### src/rtl/scan_dump_ctrl.sv
// -----------------------------------------------------------------------------
// scan_dump_ctrl
//
// Sequences a scan-chain dump of the DUT for the DFT host port. On a host dump
// request the controller blocks new DUT requests, waits for any in-flight DUT
// op to drain, freezes the DUT and rotates the whole scan chain once
// (recirculating, so the chain content is preserved). The serial bits are
// packed into WORD_W-bit words, each presented with a one-cycle strobe, and
// the dump is closed with a commit/commit-ack handshake.
//
// Parameters
//   CHAIN_LEN  scan chain length in bits (nonzero multiple of WORD_W)
//   WORD_W     dump word width
//
// Ports
//   clk             in   system clock, posedge
//   reset           in   asynchronous, active-low reset
//   dft_val_op      in   host dump request (level)
//   dft_op_ack      out  one-cycle pulse, dump request accepted
//   dft_out         out  dump word, valid with dft_out_strobe
//   dft_out_strobe  out  one-cycle pulse per completed word
//   dft_op_commit   out  dump complete, held until dft_commit_ack
//   dft_commit_ack  in   host acknowledges commit
//   scan_en         out  chain shift enable
//   scan_out        in   chain serial output (bit 0 first)
//   scan_in         out  chain serial input (recirculated scan_out)
//   dut_val_op      in   raw host DUT request
//   dut_busy        in   DUT has an op in flight
//   dut_val_gated   out  DUT request after dump blocking
//   dut_freeze      out  DUT functional clock-enable off
// -----------------------------------------------------------------------------
module scan_dump_ctrl #(
    parameter int CHAIN_LEN = 64,
    parameter int WORD_W    = 32
) (
    input  logic              clk,
    input  logic              reset,
    input  logic              dft_val_op,
    output logic              dft_op_ack,
    output logic [WORD_W-1:0] dft_out,
    output logic              dft_out_strobe,
    output logic              dft_op_commit,
    input  logic              dft_commit_ack,
    output logic              scan_en,
    input  logic              scan_out,
    output logic              scan_in,
    input  logic              dut_val_op,
    input  logic              dut_busy,
    output logic              dut_val_gated,
    output logic              dut_freeze
);

    localparam int CNT_W = $clog2(CHAIN_LEN + 1);

    typedef enum logic [1:0] {
        IDLE     = 2'd0,
        WAIT_DUT = 2'd1,
        SHIFT    = 2'd2,
        COMMIT   = 2'd3
    } state_t;

    state_t            state_q, state_d;
    logic [CNT_W-1:0]  cnt_q, cnt_d;     // bits shifted in this dump
    logic [CNT_W-1:0]  wcnt_q, wcnt_d;   // bit position inside current word
    logic [WORD_W-1:0] shreg_q, shreg_d;
    logic [WORD_W-1:0] out_q, out_d;
    logic              ack_q, ack_d;
    logic              full_q, full_d;   // shreg holds a complete word
    logic              last_q, last_d;   // that word is the final one
    logic              strobe_q, strobe_d;
    logic              commit_q, commit_d;
    logic              block;

    always_ff @(posedge clk or negedge reset) begin
        if (!reset) begin
            state_q  <= IDLE;
            cnt_q    <= '0;
            wcnt_q   <= '0;
            shreg_q  <= '0;
            out_q    <= '0;
            ack_q    <= 1'b0;
            full_q   <= 1'b0;
            last_q   <= 1'b0;
            strobe_q <= 1'b0;
            commit_q <= 1'b0;
        end else begin
            state_q  <= state_d;
            cnt_q    <= cnt_d;
            wcnt_q   <= wcnt_d;
            shreg_q  <= shreg_d;
            out_q    <= out_d;
            ack_q    <= ack_d;
            full_q   <= full_d;
            last_q   <= last_d;
            strobe_q <= strobe_d;
            commit_q <= commit_d;
        end
    end

    always_comb begin
        state_d  = state_q;
        cnt_d    = cnt_q;
        wcnt_d   = wcnt_q;
        shreg_d  = shreg_q;
        out_d    = out_q;
        ack_d    = 1'b0;
        full_d   = 1'b0;
        last_d   = 1'b0;
        strobe_d = 1'b0;
        commit_d = commit_q;

        // A completed word is published one cycle after it fills the shift
        // register; the final word raises commit in the same cycle.
        if (full_q) begin
            out_d    = shreg_q;
            strobe_d = 1'b1;
            if (last_q) begin
                commit_d = 1'b1;
            end
        end

        unique case (state_q)
            IDLE: begin
                cnt_d  = '0;
                wcnt_d = '0;
                if (dft_val_op) begin
                    ack_d   = 1'b1;
                    state_d = WAIT_DUT;
                end
            end
            WAIT_DUT: begin
                if (!dut_busy) begin
                    state_d = SHIFT;
                end
            end
            SHIFT: begin
                // Right shift with the new bit at the MSB: after WORD_W bits
                // the first bit of the word sits in bit 0.
                shreg_d             = shreg_q >> 1;
                shreg_d[WORD_W-1]   = scan_out;
                cnt_d               = cnt_q + 1'b1;
                if (wcnt_q == CNT_W'(WORD_W - 1)) begin
                    wcnt_d = '0;
                    full_d = 1'b1;
                end else begin
                    wcnt_d = wcnt_q + 1'b1;
                end
                if (cnt_q == CNT_W'(CHAIN_LEN - 1)) begin
                    last_d  = 1'b1;
                    state_d = COMMIT;
                end
            end
            COMMIT: begin
                // Ack only counts once commit is actually visible to the host.
                if (commit_q && dft_commit_ack) begin
                    commit_d = 1'b0;
                    state_d  = IDLE;
                end
            end
            default: state_d = IDLE;
        endcase
    end

    // A dump request in IDLE blocks the DUT in the same cycle so the dump
    // wins a simultaneous DUT request.
    assign block          = (state_q != IDLE) || dft_val_op;
    assign dut_val_gated  = dut_val_op && !block && reset;

    assign scan_en        = (state_q == SHIFT);
    assign scan_in        = scan_en ? scan_out : 1'b0;
    assign dut_freeze     = (state_q == SHIFT) || (state_q == COMMIT);
    assign dft_op_ack     = ack_q;
    assign dft_out        = out_q;
    assign dft_out_strobe = strobe_q;
    assign dft_op_commit  = commit_q;

endmodule
### config.mk
export PLATFORM = sky130hd
export DESIGN_NAME = scan_dump_ctrl
export DESIGN_NICKNAME = d
export VERILOG_FILES = /design/src/rtl/scan_dump_ctrl.sv
export SDC_FILE = /design/constraint.sdc
export NUM_CORES = 1
export LEC_CHECK = 0
export ABC_AREA = 1
export ABC_CLOCK_PERIOD_IN_PS = 1500
export CELL_PAD_IN_SITES_DETAIL_PLACEMENT = 0
export CELL_PAD_IN_SITES_GLOBAL_PLACEMENT = 2
export CORE_MARGIN = 2
export CORE_UTILIZATION = 30
export DETAILED_ROUTE_END_ITERATION = 8
export GPL_ROUTABILITY_DRIVEN = 1
export PLACE_DENSITY = 0.71
export SETUP_SLACK_MARGIN = 0.05
export SYNTH_ARGS = -nofsm -noshare
export SYNTH_HDL_FRONTEND = slang
export SYNTH_SLANG_ARGS = --single-unit
### constraint.sdc
create_clock -name clk -period 1.5 [get_ports clk]
set_input_delay 0.45 -clock clk [delete_from_list [all_inputs] [get_ports clk]]
set_output_delay 0.45 -clock clk [all_outputs]
set_load 0.005 [all_outputs]
* After elaboration in Yosys (flattened, before gate mapping)
Cells that the tools add are included.
Widths: inputs -> output; s select.
** Word-level totals
- Flip-flop bits (word level) :: 85
- Latch bits :: 0
- Memory bits (writable) :: 0
- ROM bits :: 0
- Input bits :: 7
- Output and inout bits :: 39
- Logic and storage cells :: 51
- Memories kept :: 0
** Cells by class
- Add/sub/neg operators :: 2
- Multipliers :: 0
- Div/mod/pow operators :: 0
- Magnitude comparators :: 0
- Equal/unequal tests :: 9
- Shifts and indexed selects :: 0
- Muxes and demuxes :: 20
- Bitwise gates (word level) :: 0
- Reduce and logical (&&, ||, !) cells :: 10
** Operators by type and width (count)
- $pmux 7 s2 :: 2
- $add 7x1->7 const B :: 2
- $mux 1 :: 12
- $mux 2 :: 4
- $pmux 2 s4 :: 1
- $eq 7x5->1 const B :: 1
- $eq 7x6->1 const B :: 1
- $mux 7 :: 1
- $ne 2x2->1 const B :: 3
- $eq 2x2->1 const B :: 2
- $reduce_and 4->1 :: 1
- $reduce_bool 2->1 :: 2
- $logic_and 1x1->1 :: 3
- $eq 2x1->1 const B :: 1
- $logic_not 2->1 :: 1
- $logic_or 1x1->1 :: 2
- $ne 2x1->1 const B :: 1
- $logic_not 1->1 :: 1

* Longest topological paths before layout
Gate-level depths: netlist of the first run.
- Word-level depth :: 5
- Depth in mapped cells :: 8
- Depth with buffers taken out :: 8

* Worst setup path before layout of the first run
No wires, ideal clock.
- Path type :: flip-flop to output port
- Start :: register state_q[0]
- End :: output scan_in
- Data arrival time :: 1.134 ns
- Slack :: -0.084 ns
- Stages on the path, launching flop included :: 7
- Cell sequence :: dfrtp_1 > inv_1 > ha_1 > buf_6 > buf_6 > nand2_1 > inv_1
** On the way
- Longest elaborated chain between the ends :: 2
** Ends and longest elaborated chain
- start: declaration :: RTL line 62 : state_t state_q, state_d;
- start signal: assignment :: RTL line 87 : state_q <= state_d;
- $eq 2x2->1 :: RTL line 169 : assign scan_en = (state_q == SHIFT);
- via scan_en :: RTL line 44 : output logic scan_en,
- $mux 1 :: RTL line 170 : assign scan_in = scan_en ? scan_out : 1'b0;
- end: declaration :: RTL line 46 : output logic scan_in,
The timed path passes the listed nets, and every way through them passes these cells.

* Worst setup path after layout of the first run
- Start :: register state_q[1]
- End :: output dut_freeze
** On the way
- Longest elaborated chain between the ends :: 2
- Elaborated cells between the ends (all ways) :: 3
- Those cells by class :: eq/ne (2); reduce/logical (1)
** Ends and longest elaborated chain
- $eq 2x2->1 :: RTL line 171 : assign dut_freeze = (state_q == SHIFT) || (state_q == COMMIT);
- $logic_or 1x1->1 * :: RTL line 171
- end: declaration :: RTL line 50 : output logic dut_freeze
Mark *: on every way between the ends. The rest lies on a longest branch, timed or not.

==> results of run 1 <==
## power by group through the flow
stage,Combinational (W),Sequential (W),Clock [W]
final,0.00207,0.00279,0.00243
after global routing,0.00236,0.00284,0.00260
after CTS,0.00191,0.00279,0.00250
after detailed placement,0.00172,0.00283,0
after global placement,0.00171,0.00283,0
after floorplan,0.00105,0.00282,0
## sequential cells by signal, summed over array words and instances (netlist names)
register,count
full_q,1
dft_out_strobe,1
dft_op_commit,1
state_q,2
dft_out,32
last_q,1
wcnt_q,7
cnt_q,7
shreg_q,32
dft_op_ack,1
## per-stage QoR
stage	util, %	TNS, ps	total power [W]	setup WS (ps)	cell area, sq um
2_1_floorplan	-	0	0.00387	48.2	3490
3_3_place_gp	36.8	-1690	0.00453	-526	4180
3_5_place_dp	36.8	-1770	0.00456	-505	4180
4_1_cts	40.2	-984	0.00720	-299	4570
5_1_grt	41.3	-1260	0.00780	-350	4700
6_report	41.3	-931	0.00730	-294	4700
## logic make-up after synthesis
family	Yosys count	synth area share [%]
AO/OA/AOI/OAI	83	12.4
XOR/XNOR	2	0.504
adder cells (fa/ha/maj)	7	2.52
buffers and inverters	68	8.24
flip-flops	85	61.2
multiplexers	1	0.324
AND/OR/NAND/NOR	128	14.8
## synth_stat cells
library cell	instances	share of area, %
a22o_1	2	0.50
buf_4	1	0.22
nand2_1	71	7.7
a31o_2	1	0.25
buf_2	9	1.3
clkbuf_1	2	0.22
clkbuf_2	1	0.14
nor2_1	42	4.5
ha_1	7	2.5
or2_2	1	0.18
nand3_1	8	1.2
nor2_2	1	0.18
nand4_1	2	0.36
dfrtp_1	85	61
inv_1	52	5.6
nor2_4	1	0.32
inv_2	1	0.11
a21oi_1	36	5.2
o21ai_1	4	0.58
nand3_2	1	0.29
o21ai_0	39	5.6
mux2_2	1	0.32
buf_6	2	0.65
o21ai_2	1	0.25
nor3_1	1	0.14
xnor2_1	2	0.50
## worst max path at each step
stage	start	slack, ps	endpoint	cells after the start
after CTS	state_q[1]	-300	dut_freeze	6
after global routing	state_q[1]	-350	dut_freeze	6
after floorplan	state_q[0]	50	scan_in	6
after detailed placement	dft_val_op	-500	dut_val_gated	5
after global placement	dft_val_op	-530	dut_val_gated	5
final	state_q[1]	-290	dut_freeze	6
## cell type report
type	count	area (sq um)
Tap cell	143	179
Multi-Input combinational cell	221	1140
Timing Repair Buffer	82	728
Fill cell	1163	6670
Sequential cell	85	2130
Inverter	53	201
Clock buffer	13	260
Clock inverter	3	67.6
## critical path: stages, from the launching register on
cell	delay, ps
dfrtp_1	390
buf_6	130
buf_4	130
ha_4	160
inv_2	50
nand2_1	40
buf_2	120
## what timing repair did
item / CTS / global route
pin swaps: 2 / 13
gates resized for setup: 67 / 33
buffers inserted: 10 / 9
endpoints found under the setup margin: 50 / 41
## per-layer routing
| metal | up-vias | global-route usage [%] | wire length, microns |
|---|---|---|---|
| met5 | - | 0 | 0 |
| met2 | 40 | 18.3 | 3150 |
| met4 | 0 | 4.20 | 102 |
| met3 | 8 | 3.54 | 306 |
| met1 | 1209 | 17.7 | 3720 |
| li1 | 1331 | - | - |
==> out/results.tsv, run 1 <==
metric	value	unit
Reg-to-Reg Start	state_q[1]	
Yosys warning count	0	
Max Freq	0.557	GHz
dpl cells	565	
clock root cell	clkbuf_16	
Pleak	2.32	nW
number of remaining DRC errors	0	
worst hold slack	180	ps
number of top-level pins	46	
Total Routed Length	7.27	mm
Power Dens Cells	1550	nW/um^2
Synth-to-Final Area Change	35.2	%
RSZ-0062 raised after global routing	yes	
status	complete, but fails checks	
Worst Hold Class	input pin to async pin	
die area	12500	sq um
type of origin of the critical path	flop	
Worst-Margin Slew	429	ps
post-route ant nets	0	
Max rail drop VDD	0.724	mV
leading cell types in the layout, fill and taps excluded	dfrtp_1, nand2_1, inv_1	
# rows	39	
Routability Congestion	0.691	
DR pass1 iterations	4	
NetSw	0.00222	W
Fin. Hold Viols	0	
Initial DRC Count	69	
failing checks	negative setup slack	
H-Tree Depth	3	
Worst slew margin	71.4	%
Mapped Cells	374	
CTS tree	built	
Clock Latency Late Sink	330	ps
initial antenna violation count	0	
Period minus WS final	1790	ps
Reg2Reg Depth	8	
Setup Skew	7.33	ps
Max Cap Viol	0	
most common cell after layout, fill and taps aside	dfrtp_1	
core area	11400	sq um
GRT Residual Overflow	0	
largest net degree at the start of global routing	42	
final worst slack	-294	ps
Worst Path Max Fanout	2	
Setup CP Type	flop to primary output	
Sw Share	30.5	%
CP required	1050	ps
WP data arrival	1340	ps
post-synthesis sequential area ratio	61.2	%
fin crit share	120	%
Post-CTS Hold Buffers	0	
Seq pwr share	38.3	%
Die H	112	microns
nets	466	
cell-internal power	0.00507	W
Cell Count, Final, Fillers Out	600	
CTS Buffer Depth	2	
R2R setup slack	10	ps
ant diodes	0	
syn avg cell area	9.29	sq um
CTS Buf Count	9	
Worst Setup End Kind	primary output	
Die X-Extent	112	microns
FF+latch count, synth	85	
Mapped Nets	388	
first-pass GRT wire length	12.5	mm
total track usage	12.4	%
Comb power frac	28.3	%
synth unique cells	26	
Clk network pwr share	33.4	%
Port Buf Inserts	45	
clock sink total	85	
fraction of layout cells with a size suffix above 1	18.4	%
vias in the first global route	2485	
R2R Path End	cnt_q[3]	
drt via density	4.31	
drt wl/cell	12.1	microns
initial core utilization	30.6	%
DP Wirelength	4.92	mm
post-synthesis cell area	3480	sq um
via count	2588	
number of setup violations in the final report	4	
Slew Viols, Final	0	
Clock transition at path regs	60	ps
No activity file was read; power rests on OpenSTA's default activity.
==> inputs of run 2 (changes only) <==
--- a/config.mk
+++ b/config.mk
@@ -6,14 +6,14 @@
 export NUM_CORES = 1
 export LEC_CHECK = 0
 export ABC_AREA = 1
-export ABC_CLOCK_PERIOD_IN_PS = 1500
+export ABC_CLOCK_PERIOD_IN_PS = 2220
 export CELL_PAD_IN_SITES_DETAIL_PLACEMENT = 0
 export CELL_PAD_IN_SITES_GLOBAL_PLACEMENT = 2
 export CORE_MARGIN = 2
 export CORE_UTILIZATION = 30
 export DETAILED_ROUTE_END_ITERATION = 8
 export GPL_ROUTABILITY_DRIVEN = 1
-export PLACE_DENSITY = 0.71
+export PLACE_DENSITY = 0.68
 export SETUP_SLACK_MARGIN = 0.05
 export SYNTH_ARGS = -nofsm -noshare
 export SYNTH_HDL_FRONTEND = slang
==> constraint.sdc (replaced) <==
create_clock -name clk -period 2.22 [get_ports clk]
set_input_delay 0.666 -clock clk [delete_from_list [all_inputs] [get_ports clk]]
set_output_delay 0.666 -clock clk [all_outputs]
set_load 0.005 [all_outputs]
==> run 2 against run 1 <==
The run now ends clean; first-iteration DRC count is 70% higher; clock skew is 0.95 ps lower; clock-buffer cell count is 1 lower; sequential share of layout area is 2.7 points higher; non-clock buffer count is 26 lower; global-route usage is 0.069 points higher; die area stayed put; cell area is 5.7% lower; critical path depth is 1 lower; largest power group unchanged; highest routed layer unchanged.
==> out/results.tsv, run 2 (same netlist as run 1, synthesis figures left out) <==
metric	value	unit	change
initial core utilization	30.6	%	unchanged
type of origin of the critical path	flop		unchanged
number of setup violations in the final report	0		was 4
drt wl/cell	12.3	microns	was 12.1 microns
number of top-level pins	46		unchanged
via count	2519		was 2588
vias in the first global route	2435		was 2485
Worst Path Max Fanout	4		was 2
total track usage	12.5	%	was 12.4%
ant diodes	0		unchanged
R2R Path End	cnt_q[1]		was cnt_q[3]
Tot Pwr	0.00440	W	was 0.00730 W
DP Wirelength	4.69	mm	was 4.92 mm
drt via density	4.39		was 4.31
post-route ant nets	0		unchanged
Multi-input gate area	1090	sq um	was 1140 sq um
Period minus WS final	2120	ps	
status	completed		was complete, but fails checks
worst hold slack	420	ps	was 180 ps
Max Freq	0.473	GHz	
Worst-Margin Slew	459	ps	was 429 ps
Initial DRC Count	117		was 69
CTS Buf Count	9		unchanged
Post-CTS Hold Buffers	0		unchanged
Pleak	2.06	nW	was 2.32 nW
leading cell types in the layout, fill and taps excluded	dfrtp_1, nand2_1, inv_1		unchanged
Slew Viols, Final	0		unchanged
fin crit share	95.3	%	
core area	11400	sq um	unchanged
DR pass1 iterations	4		unchanged
clock sink total	85		unchanged
Worst slew margin	69.4	%	was 71.4%
H-Tree Depth	3		unchanged
Setup CP Type	flop to primary output		unchanged
Worst Setup End Kind	primary output		unchanged
WP data arrival	1450	ps	was 1340 ps
GRT Residual Overflow	0		unchanged
fraction of layout cells with a size suffix above 1	9.98	%	was 18.4%
CTS tree	built		unchanged
Clock transition at path regs	60	ps	about the same
Layout Utilization	39.0	%	was 41.3%
CTS Buffer Depth	2		unchanged
Total Routed Length	7.05	mm	was 7.27 mm
Max rail drop VDD	0.521	mV	was 0.724 mV
Power Dens Cells	992	nW/um^2	was 1550 nW/um^2
Reg2Reg Depth	7		was 8
# rows	39		unchanged
number of remaining DRC errors	0		unchanged
die area	12500	sq um	unchanged
Worst Hold Class	input pin to async pin		unchanged
nets	440		was 466
first-pass GRT wire length	12.3	mm	was 12.5 mm
Die X-Extent	112	microns	unchanged
CP required	1550	ps	was 1050 ps
RSZ-0062 raised after global routing	yes		unchanged
Routability Congestion	0.710		was 0.691
register area	2130	sq um	unchanged
Clock Latency Late Sink	340	ps	was 330 ps
Reg-to-Reg Start	state_q[1]		unchanged
Fin. Hold Viols	0		unchanged
Max Cap Viol	0		unchanged
largest net degree at the start of global routing	86		was 42
Port Buf Inserts	45		unchanged
most common cell after layout, fill and taps aside	dfrtp_1		unchanged
Synth-to-Final Area Change	27.5	%	was 35.2%
Setup Skew	6.38	ps	was 7.33 ps
clock root cell	clkbuf_16		unchanged
initial antenna violation count	0		unchanged
TNS Setup	0	ps	was -931 ps
Die H	112	microns	unchanged
R2R setup slack	700	ps	was 10 ps
FILL cells	1191		was 1163
==> run 2: cell count changes in the layout (fill, tap and decap cells not counted), moves of 3 or more <==
cell             previous run  this run
clkdlybuf4s15_1            18         0
buf_6                       6         0
clkdlybuf4s50_1             5        38
inv_1                      46        50
nand2_2                     4         1
dlygate4sd2_1              16         5
buf_4                      30        10
inv_2                       6         3
nand2_1                    66        70
buf_2                       4         0
==> run 2: what timing repair did <==
| item | 4_1_cts | 5_1_grt |
|---|---|---|
| setup buffers | 2 | 0 |
| endpoints found under the setup margin | 4 | 2 |
| resized for setup | 11 | 4 |
==> run 2: per-layer routing <==
metal / global-route usage, % / vias to the layer above / wire [microns]
met5: 0 / - / 0
met4: 3.95 / 0 / 91
met3: 5.17 / 5 / 279
met2: 17.5 / 39 / 3040
met1: 17.7 / 1185 / 3650
li1: - / 1290 / -
==> run 2: stage by stage <==
stage | cells | instance area (sq um) | setup WS [ps]
final | 574 | 4430 | 104
after global routing | 574 | 4430 | 18.2
after CTS | 574 | 4430 | 54.7
after detailed placement | 556 | 4110 | -300
after global placement | 556 | 4110 | -299
after floorplan | 374 | 3480 | 420
==> run 2: worst max-delay path by stage <==
stage                          start             to  slack [ps]  cells after the start
final                     state_q[1]     dut_freeze         100                      5
after global routing      state_q[1]     dut_freeze          20                      5
after CTS                 dut_val_op  dut_val_gated          50                      4
after detailed placement    scan_out        scan_in        -300                      4
after global placement      scan_out        scan_in        -300                      4
after floorplan           state_q[0]        scan_in         420                      6
==> run 2: area by class of cell <==
class / instances / share of cell area [%]
clock buffers: 12 / 5.79
clock inverters: 4 / 0.734
multi-input cells: 221 / 24.6
inverters: 53 / 4.49
well taps: 143 / 4.04
repair buffers: 56 / 12.3
flip-flops and latches: 85 / 48.0
==> run 2: power by group <==
| group | internal [W] | total (W) | switching (W) |
|---|---|---|---|
| clock network | 0.000823 | 0.00143 | 0.000610 |
| registers | 0.00176 | 0.00191 | 0.000150 |
| logic | 0.000401 | 0.00105 | 0.000653 |
==> run 2: worst max-delay path, stage by stage, from the launching register on <==
cell and delay [ps]:
dfrtp_1 430, ha_4 200, buf_4 150, inv_2 50
nand2_1 40, dlygate4sd2_1 250
